--- config.mk ---
export PLATFORM = sky130hd
export DESIGN_NAME = boreal_sram_port_arb_flat
export DESIGN_NICKNAME = d
export VERILOG_FILES = /design/src/rtl/boreal_sram_port_arb_pkg.sv /design/src/rtl/boreal_sram_port_arb_if.sv /design/src/rtl/boreal_sram_port_arb_rr_arb2.sv /design/src/rtl/boreal_sram_port_arb.sv /design/src/flat_wrapper.sv
export SDC_FILE = /design/constraint.sdc
export NUM_CORES = 1
export LEC_CHECK = 0
export CAP_MARGIN = 20
export CORE_AREA = 8 8 140 77
export DETAILED_ROUTE_END_ITERATION = 10
export DIE_AREA = 0 0 148 85
export GPL_ROUTABILITY_DRIVEN = 0
export HOLD_SLACK_MARGIN = 0.03
export PLACE_DENSITY = 0.9
export SKIP_LAST_GASP = 1
export SLEW_MARGIN = 20
export SYNTH_ARGS = -nofsm -noshare
export SYNTH_HDL_FRONTEND = slang
export SYNTH_SLANG_ARGS = --single-unit
--- constraint.sdc ---
create_clock -name clk -period 4.4 [get_ports clk]
set_input_delay 0.88 -clock clk [delete_from_list [all_inputs] [get_ports clk]]
set_output_delay 0.88 -clock clk [all_outputs]
set_load 0.05 [all_outputs]
--- src/rtl/boreal_sram_port_arb_pkg.sv ---
// Shared constants for the SRAM port arbiter: FSM encodings, bus error data, widths.
package boreal_sram_port_arb_pkg;

  localparam logic [1:0] ARB_ST_IDLE  = 2'd0;
  localparam logic [1:0] ARB_ST_ISSUE = 2'd1;
  localparam logic [1:0] ARB_ST_WAIT  = 2'd2;

  localparam logic [31:0] BOREAL_BUS_ERR_DATA = 32'hDEAD_BEEF;

  localparam int unsigned BOREAL_SRAM_AW = 10;
  localparam int unsigned BOREAL_SRAM_DW = 32;

endpackage

--- src/rtl/boreal_sram_port_arb_if.sv ---
// Bus bundle between the two masters, the arbiter and the SRAM tile.
// The slave modport is the arbiter's view; master is the surrounding system.
interface boreal_sram_port_arb_if
  import boreal_sram_port_arb_pkg::*;
#(
  parameter int unsigned AW = BOREAL_SRAM_AW,
  parameter int unsigned DW = BOREAL_SRAM_DW
);

  logic          m0_sel;
  logic          m0_wr;
  logic [AW-1:0] m0_addr;
  logic [DW-1:0] m0_wdata;
  logic [DW-1:0] m0_rdata;
  logic          m0_ack;
  logic          m0_err;

  logic          m1_sel;
  logic          m1_wr;
  logic [AW-1:0] m1_addr;
  logic [DW-1:0] m1_wdata;
  logic [DW-1:0] m1_rdata;
  logic          m1_ack;
  logic          m1_err;

  logic          s_sel;
  logic          s_wr;
  logic [AW-1:0] s_addr;
  logic [DW-1:0] s_wdata;
  logic [DW-1:0] s_rdata;
  logic          s_ack;

  modport slave (
    input  m0_sel, m0_wr, m0_addr, m0_wdata,
    output m0_rdata, m0_ack, m0_err,
    input  m1_sel, m1_wr, m1_addr, m1_wdata,
    output m1_rdata, m1_ack, m1_err,
    output s_sel, s_wr, s_addr, s_wdata,
    input  s_rdata, s_ack
  );

  modport master (
    output m0_sel, m0_wr, m0_addr, m0_wdata,
    input  m0_rdata, m0_ack, m0_err,
    output m1_sel, m1_wr, m1_addr, m1_wdata,
    input  m1_rdata, m1_ack, m1_err,
    input  s_sel, s_wr, s_addr, s_wdata,
    output s_rdata, s_ack
  );

endinterface

--- src/rtl/boreal_sram_port_arb_rr_arb2.sv ---
// Combinational two-way round-robin pick: a lone requester wins, a tie goes
// to the master that was not granted last.
module boreal_rr_arb2 (
  input  logic [1:0] req_i,
  input  logic       last_i,
  output logic       valid_o,
  output logic       idx_o
);

  // Grant selection
  always_comb begin
    valid_o = |req_i;
    if (&req_i) idx_o = ~last_i;
    else        idx_o = req_i[1];
  end

endmodule

--- src/rtl/boreal_sram_port_arb.sv ---
// Two-master, one-slave SRAM port arbiter with round-robin fairness and a
// bus watchdog that converts a hung tile into an error completion.
module boreal_sram_port_arb
  import boreal_sram_port_arb_pkg::*;
#(
  parameter int unsigned AW      = BOREAL_SRAM_AW,
  parameter int unsigned DW      = BOREAL_SRAM_DW,
  parameter int unsigned TIMEOUT = 64
) (
  input  logic                    clk,
  input  logic                    rst_n,
  boreal_sram_port_arb_if.slave   bus,
  output logic                    busy,
  output logic                    owner
);

  localparam int unsigned CW = $clog2(TIMEOUT);

  logic [1:0]    state_q, state_d;
  logic          owner_q, owner_d;
  logic          last_q,  last_d;
  logic          wr_q,    wr_d;
  logic [AW-1:0] addr_q,  addr_d;
  logic [DW-1:0] wdata_q, wdata_d;
  logic [CW-1:0] cnt_q,   cnt_d;

  logic          gnt_valid;
  logic          gnt_idx;
  logic          done_ok;
  logic          done_to;
  logic [DW-1:0] resp_data;

  boreal_rr_arb2 u_rr (
    .req_i   ({bus.m1_sel, bus.m0_sel}),
    .last_i  (last_q),
    .valid_o (gnt_valid),
    .idx_o   (gnt_idx)
  );

  // Completion detection: a tile ack beats the watchdog terminal count
  always_comb begin
    done_ok = (state_q == ARB_ST_WAIT) && bus.s_ack;
    done_to = (state_q == ARB_ST_WAIT) && !bus.s_ack && (cnt_q == CW'(TIMEOUT - 1));
  end

  // Next-state logic: grant, issue, then wait for ack or watchdog expiry
  always_comb begin
    state_d = state_q;
    owner_d = owner_q;
    last_d  = last_q;
    wr_d    = wr_q;
    addr_d  = addr_q;
    wdata_d = wdata_q;
    cnt_d   = cnt_q;
    case (state_q)
      ARB_ST_IDLE: begin
        if (gnt_valid) begin
          owner_d = gnt_idx;
          last_d  = gnt_idx;
          wr_d    = gnt_idx ? bus.m1_wr    : bus.m0_wr;
          addr_d  = gnt_idx ? bus.m1_addr  : bus.m0_addr;
          wdata_d = gnt_idx ? bus.m1_wdata : bus.m0_wdata;
          state_d = ARB_ST_ISSUE;
        end
      end
      ARB_ST_ISSUE: begin
        cnt_d   = '0;
        state_d = ARB_ST_WAIT;
      end
      ARB_ST_WAIT: begin
        if (done_ok || done_to) state_d = ARB_ST_IDLE;
        else                    cnt_d   = cnt_q + 1'b1;
      end
      default: state_d = ARB_ST_IDLE;
    endcase
  end

  // State and request latches
  always_ff @(posedge clk or negedge rst_n) begin
    if (!rst_n) begin
      state_q <= ARB_ST_IDLE;
      owner_q <= 1'b0;
      last_q  <= 1'b1;
      wr_q    <= 1'b0;
      addr_q  <= '0;
      wdata_q <= '0;
      cnt_q   <= '0;
    end else begin
      state_q <= state_d;
      owner_q <= owner_d;
      last_q  <= last_d;
      wr_q    <= wr_d;
      addr_q  <= addr_d;
      wdata_q <= wdata_d;
      cnt_q   <= cnt_d;
    end
  end

  // Response routing: only the owner sees ack/err/rdata, and only in WAIT
  always_comb begin
    resp_data = '0;
    if (done_ok)      resp_data = wr_q ? '0 : bus.s_rdata;
    else if (done_to) resp_data = DW'(BOREAL_BUS_ERR_DATA);
    bus.m0_ack   = (done_ok || done_to) && !owner_q;
    bus.m0_err   = done_to && !owner_q;
    bus.m0_rdata = owner_q ? '0 : resp_data;
    bus.m1_ack   = (done_ok || done_to) && owner_q;
    bus.m1_err   = done_to && owner_q;
    bus.m1_rdata = owner_q ? resp_data : '0;
  end

  // Tile-side request and status outputs
  always_comb begin
    bus.s_sel   = (state_q == ARB_ST_ISSUE);
    bus.s_wr    = wr_q;
    bus.s_addr  = addr_q;
    bus.s_wdata = wdata_q;
    busy        = (state_q != ARB_ST_IDLE);
    owner       = owner_q;
  end

endmodule
--- src/flat_wrapper.sv ---
// flat-port wrapper written by rule: the top's interface ports become plain ports
module boreal_sram_port_arb_flat import boreal_sram_port_arb_pkg::*;
#(
  parameter int unsigned AW      = BOREAL_SRAM_AW,
  parameter int unsigned DW      = BOREAL_SRAM_DW,
  parameter int unsigned TIMEOUT = 64
)
  (clk, rst_n, busy, owner, bus_m0_sel, bus_m0_wr, bus_m0_addr, bus_m0_wdata, bus_m0_rdata, bus_m0_ack, bus_m0_err, bus_m1_sel, bus_m1_wr, bus_m1_addr, bus_m1_wdata, bus_m1_rdata, bus_m1_ack, bus_m1_err, bus_s_sel, bus_s_wr, bus_s_addr, bus_s_wdata, bus_s_rdata, bus_s_ack);
  boreal_sram_port_arb_if #(.AW(AW), .DW(DW)) bus_i ();
  input  logic clk;
  input  logic rst_n;
  output logic busy;
  output logic owner;
  input wire logic [$bits(bus_i.m0_sel)-1:0] bus_m0_sel;
  input wire logic [$bits(bus_i.m0_wr)-1:0] bus_m0_wr;
  input wire logic [$bits(bus_i.m0_addr)-1:0] bus_m0_addr;
  input wire logic [$bits(bus_i.m0_wdata)-1:0] bus_m0_wdata;
  output wire logic [$bits(bus_i.m0_rdata)-1:0] bus_m0_rdata;
  output wire logic [$bits(bus_i.m0_ack)-1:0] bus_m0_ack;
  output wire logic [$bits(bus_i.m0_err)-1:0] bus_m0_err;
  input wire logic [$bits(bus_i.m1_sel)-1:0] bus_m1_sel;
  input wire logic [$bits(bus_i.m1_wr)-1:0] bus_m1_wr;
  input wire logic [$bits(bus_i.m1_addr)-1:0] bus_m1_addr;
  input wire logic [$bits(bus_i.m1_wdata)-1:0] bus_m1_wdata;
  output wire logic [$bits(bus_i.m1_rdata)-1:0] bus_m1_rdata;
  output wire logic [$bits(bus_i.m1_ack)-1:0] bus_m1_ack;
  output wire logic [$bits(bus_i.m1_err)-1:0] bus_m1_err;
  output wire logic [$bits(bus_i.s_sel)-1:0] bus_s_sel;
  output wire logic [$bits(bus_i.s_wr)-1:0] bus_s_wr;
  output wire logic [$bits(bus_i.s_addr)-1:0] bus_s_addr;
  output wire logic [$bits(bus_i.s_wdata)-1:0] bus_s_wdata;
  input wire logic [$bits(bus_i.s_rdata)-1:0] bus_s_rdata;
  input wire logic [$bits(bus_i.s_ack)-1:0] bus_s_ack;
  assign bus_i.m0_sel = bus_m0_sel;
  assign bus_i.m0_wr = bus_m0_wr;
  assign bus_i.m0_addr = bus_m0_addr;
  assign bus_i.m0_wdata = bus_m0_wdata;
  assign bus_m0_rdata = bus_i.m0_rdata;
  assign bus_m0_ack = bus_i.m0_ack;
  assign bus_m0_err = bus_i.m0_err;
  assign bus_i.m1_sel = bus_m1_sel;
  assign bus_i.m1_wr = bus_m1_wr;
  assign bus_i.m1_addr = bus_m1_addr;
  assign bus_i.m1_wdata = bus_m1_wdata;
  assign bus_m1_rdata = bus_i.m1_rdata;
  assign bus_m1_ack = bus_i.m1_ack;
  assign bus_m1_err = bus_i.m1_err;
  assign bus_s_sel = bus_i.s_sel;
  assign bus_s_wr = bus_i.s_wr;
  assign bus_s_addr = bus_i.s_addr;
  assign bus_s_wdata = bus_i.s_wdata;
  assign bus_i.s_rdata = bus_s_rdata;
  assign bus_i.s_ack = bus_s_ack;
  boreal_sram_port_arb #(.AW(AW), .DW(DW), .TIMEOUT(TIMEOUT)) u_core (.clk(clk), .rst_n(rst_n), .bus(bus_i), .busy(busy), .owner(owner));
endmodule
==> summary.txt, run 1 <==
Outcome: finished clean
Antenna violations before repair: 0
CP arrival: 3160 ps
Slew headroom: 0.285
Synth top area share: 0.401
Post-Syn Nets: 437
Drt drc: 0
Worst R2R Setup Slack: 2020 ps
Hold Fails Final Rpt: 0
Synthesized cell area: 3250 sq um
Total GRT Usage: 0.200
Pre-antenna DRT Iters: 5
Placed cell count: 646
Hold_ws: 506 ps
Vias per inst: 5.06
Post-CTS sizing: 0
Worst-skew pair later-pin latency: 290 ps
Die X-Extent: 148 um
Area Overhead vs Synth: 94.1%
Longest Clk Path Bufs: 2
Max Slew Vio Count: 0
Largest stage delay, worst path: 820 ps
Main synth FF type: dfrtp_1
Final clock skew: 3.95 ps
Initial DRC count: 202
Row count: 25
Min-delay worst type: reg2reg
LEAKAGE: 2.50 nW
Cells after synthesis: 313
Ys Warns: 0
Tot Pwr: 0.00366 W
Max-Cap Viols: 0
#FFs+latches synth: 53
CTS sink cnt: 53
Post-layout nets: 656
Syn Area/Cell: 10.4 sq um
GR Util met3: 0.0510
Synth top area cells: dfrtp_1 40%, mux2_2 30%, a21oi_1 7.9%
Fmax: 0.247 GHz
CP required: 3520 ps
Min Clock Period, post-route: 4040 ps
Slew at the pin closest to its max-slew limit: 1070 ps
Routed WL: 12800 um
Crit-path most repeated cell: clkdlybuf4s50_1
Largest net degree at the start of global routing: 54
Crit path launch type: input port
GR Layer Usage met2: 0.364
Post-CTS Repair Setup Buffers: 0
Seq/Total Area, Yosys: 0.409
Pwr/cell area: 582 nW/um^2
Fraction of registers with async set/reset: 1.00
Final setup violation count: 0
Hpwl dp: 10500 um
Final std cells w/o fill: 654
Setup TNS: 0 ps
Post-synth EDFFs: 0
Die area: 12600 sq um
Top Usage Layer GRT: met2
WL per Instance: 19.6 um
Unrepaired setup endpoints after global routing: no
Yosys top cell by area: dfrtp_1
Routed Antenna Nets: 0
CTS tree: done
Core area: 8950 sq um
Global-route wire length before repair: 20300 um
Met1 Use GR: 0.230
Htree depth: 2
Share of cells above drive strength 1: 0.298
Ports: 237
Via count: 3310
Worst setup EP type: output port
Initial core utilization: 0.363
Buffers on Ports: 236
Clk slew on worst S/H paths: 60 ps
VDD IR max: 476 uV
Clk root buf: clkbuf_16
Cts hold-fix bufs: 0
N_diodes: 0
CTS Buf Count: 5
Count of different cell masters after synthesis: 33
Worst Path Max Fanout: 27
GRT overflow: 0
Tcrit/Tclk final: 0.919
Slowest-stage cell, CP: clkdlybuf4s50_1
Vias in the first global route: 3634
Die extent in y: 85 um
Critical-path cell list: clkdlybuf4s50_1, and4bb_2, and3_1, clkdlybuf4s50_1
Crit Path Category: in2out
## cells in the final DEF, fill, tap and decap left out, types with 2 or more instances in the layout
cell type        count
o21ai_0              2
and3_1              18
dfrtp_1             52
a41oi_1              2
clkbuf_8             2
a211o_1              2
nand2_1             31
clkdlybuf4s50_1    183
nor2_1               3
nand4_1              2
a21oi_1             51
clkbuf_16            5
a211oi_1             5
a2111oi_0            2
nor2b_1              4
nor3_1               3
mux2_2              86
buf_12              50
inv_1                5
buf_4                8
## worst paths after layout
kind,depth (start not counted),startpoint,end
worst min-delay path,1,u_core.bus.s_addr[2],u_core.bus.s_addr[2]
min in group asynchronous,2,rst_n,u_core.bus.s_wdata[17]
max in group asynchronous,2,rst_n,u_core.cnt_q[0]
worst max register to register,3,u_core.state_q[0],u_core.bus.s_addr[7]
worst min register to register,1,u_core.bus.s_addr[2],u_core.bus.s_addr[2]
worst max-delay path,4,bus_s_ack,bus_m0_rdata[20]
## power breakdown
| part | switching (W) | internal, W |
|---|---|---|
| clock network | 0.000166 | 0.000241 |
| registers | 0.000157 | 0.000721 |
| logic | 0.00145 | 0.000932 |
| total | 0.00177 | 0.00189 |
## worst max-delay path, delay by kind of cell
family | cells | cell delay (ps)
AND/OR/NAND/NOR | 2 | 830
buffers and inverters | 2 | 1440
## cells in the mapped netlist (2+ instances only)
master / instances
mux2_2: 86
a21oi_1: 51
dfrtp_1: 52
a2111oi_0: 2
and3_1: 18
buf_2: 10
nor2_1: 3
nor3_1: 3
o21ai_0: 2
nand4_1: 2
a211oi_1: 5
clkbuf_1: 15
buf_6: 5
a211o_1: 2
a41oi_1: 2
nand2_1: 31
nor2b_1: 4
inv_1: 5
## flip-flops by register name, indices dropped and copies added, names as in the netlist
| signal | cells |
|---|---|
| u_core.bus.s_addr | 10 |
| u_core.bus.s_wdata | 32 |
| u_core.bus.s_wr | 1 |
| u_core.cnt_q | 6 |
| u_core.last_q | 1 |
| u_core.owner | 1 |
| u_core.state_q | 2 |
## final cells by class
cell class              count  area, sq um
clock buffers               7          153
clock inverters             1         5.00
fillers                   637         2650
inverters                   6         22.5
multi-input cells         224         1740
flip-flops and latches     53         1330
well taps                 121          151
repair buffers            242         2900
## routing by layer
layer	wire (um)	vias to the layer above
met4	228	0
met3	614	16
met1	5160	1631
li1	-	1565
met2	6820	98
met5	0	-
## stage by stage
step | area [sq um] | utilization | setup WS [ps]
6_report | 6300 | 0.704 | 357
5_1_grt | 6300 | 0.704 | 279
4_1_cts | 6300 | 0.704 | 378
3_5_place_dp | 6140 | 0.686 | 380
3_3_place_gp | 6140 | 0.686 | 504
2_1_floorplan | 3250 | - | 909
## logic make-up after synthesis
| kind of cell | Yosys count | share of synthesized area |
|---|---|---|
| AO/OA/AOI/OAI | 70 | 0.125 |
| adder cells (fa/ha/maj) | 1 | 0.00385 |
| buffers and inverters | 36 | 0.0571 |
| flip-flops | 53 | 0.409 |
| multiplexers | 86 | 0.298 |
| AND/OR/NAND/NOR | 67 | 0.106 |
Power figures use the tool's default switching activity.
==> run 2, diff against run 1 <==
--- a/config.mk
+++ b/config.mk
@@ -13,7 +13,7 @@
 export HOLD_SLACK_MARGIN = 0.03
 export PLACE_DENSITY = 0.9
 export SKIP_LAST_GASP = 1
-export SLEW_MARGIN = 20
+export SLEW_MARGIN = 10
 export SYNTH_ARGS = -nofsm -noshare
 export SYNTH_HDL_FRONTEND = slang
 export SYNTH_SLANG_ARGS = --single-unit
==> results of run 2 <==
No change in the layout: final DEF, timing and power equal those of run 1.
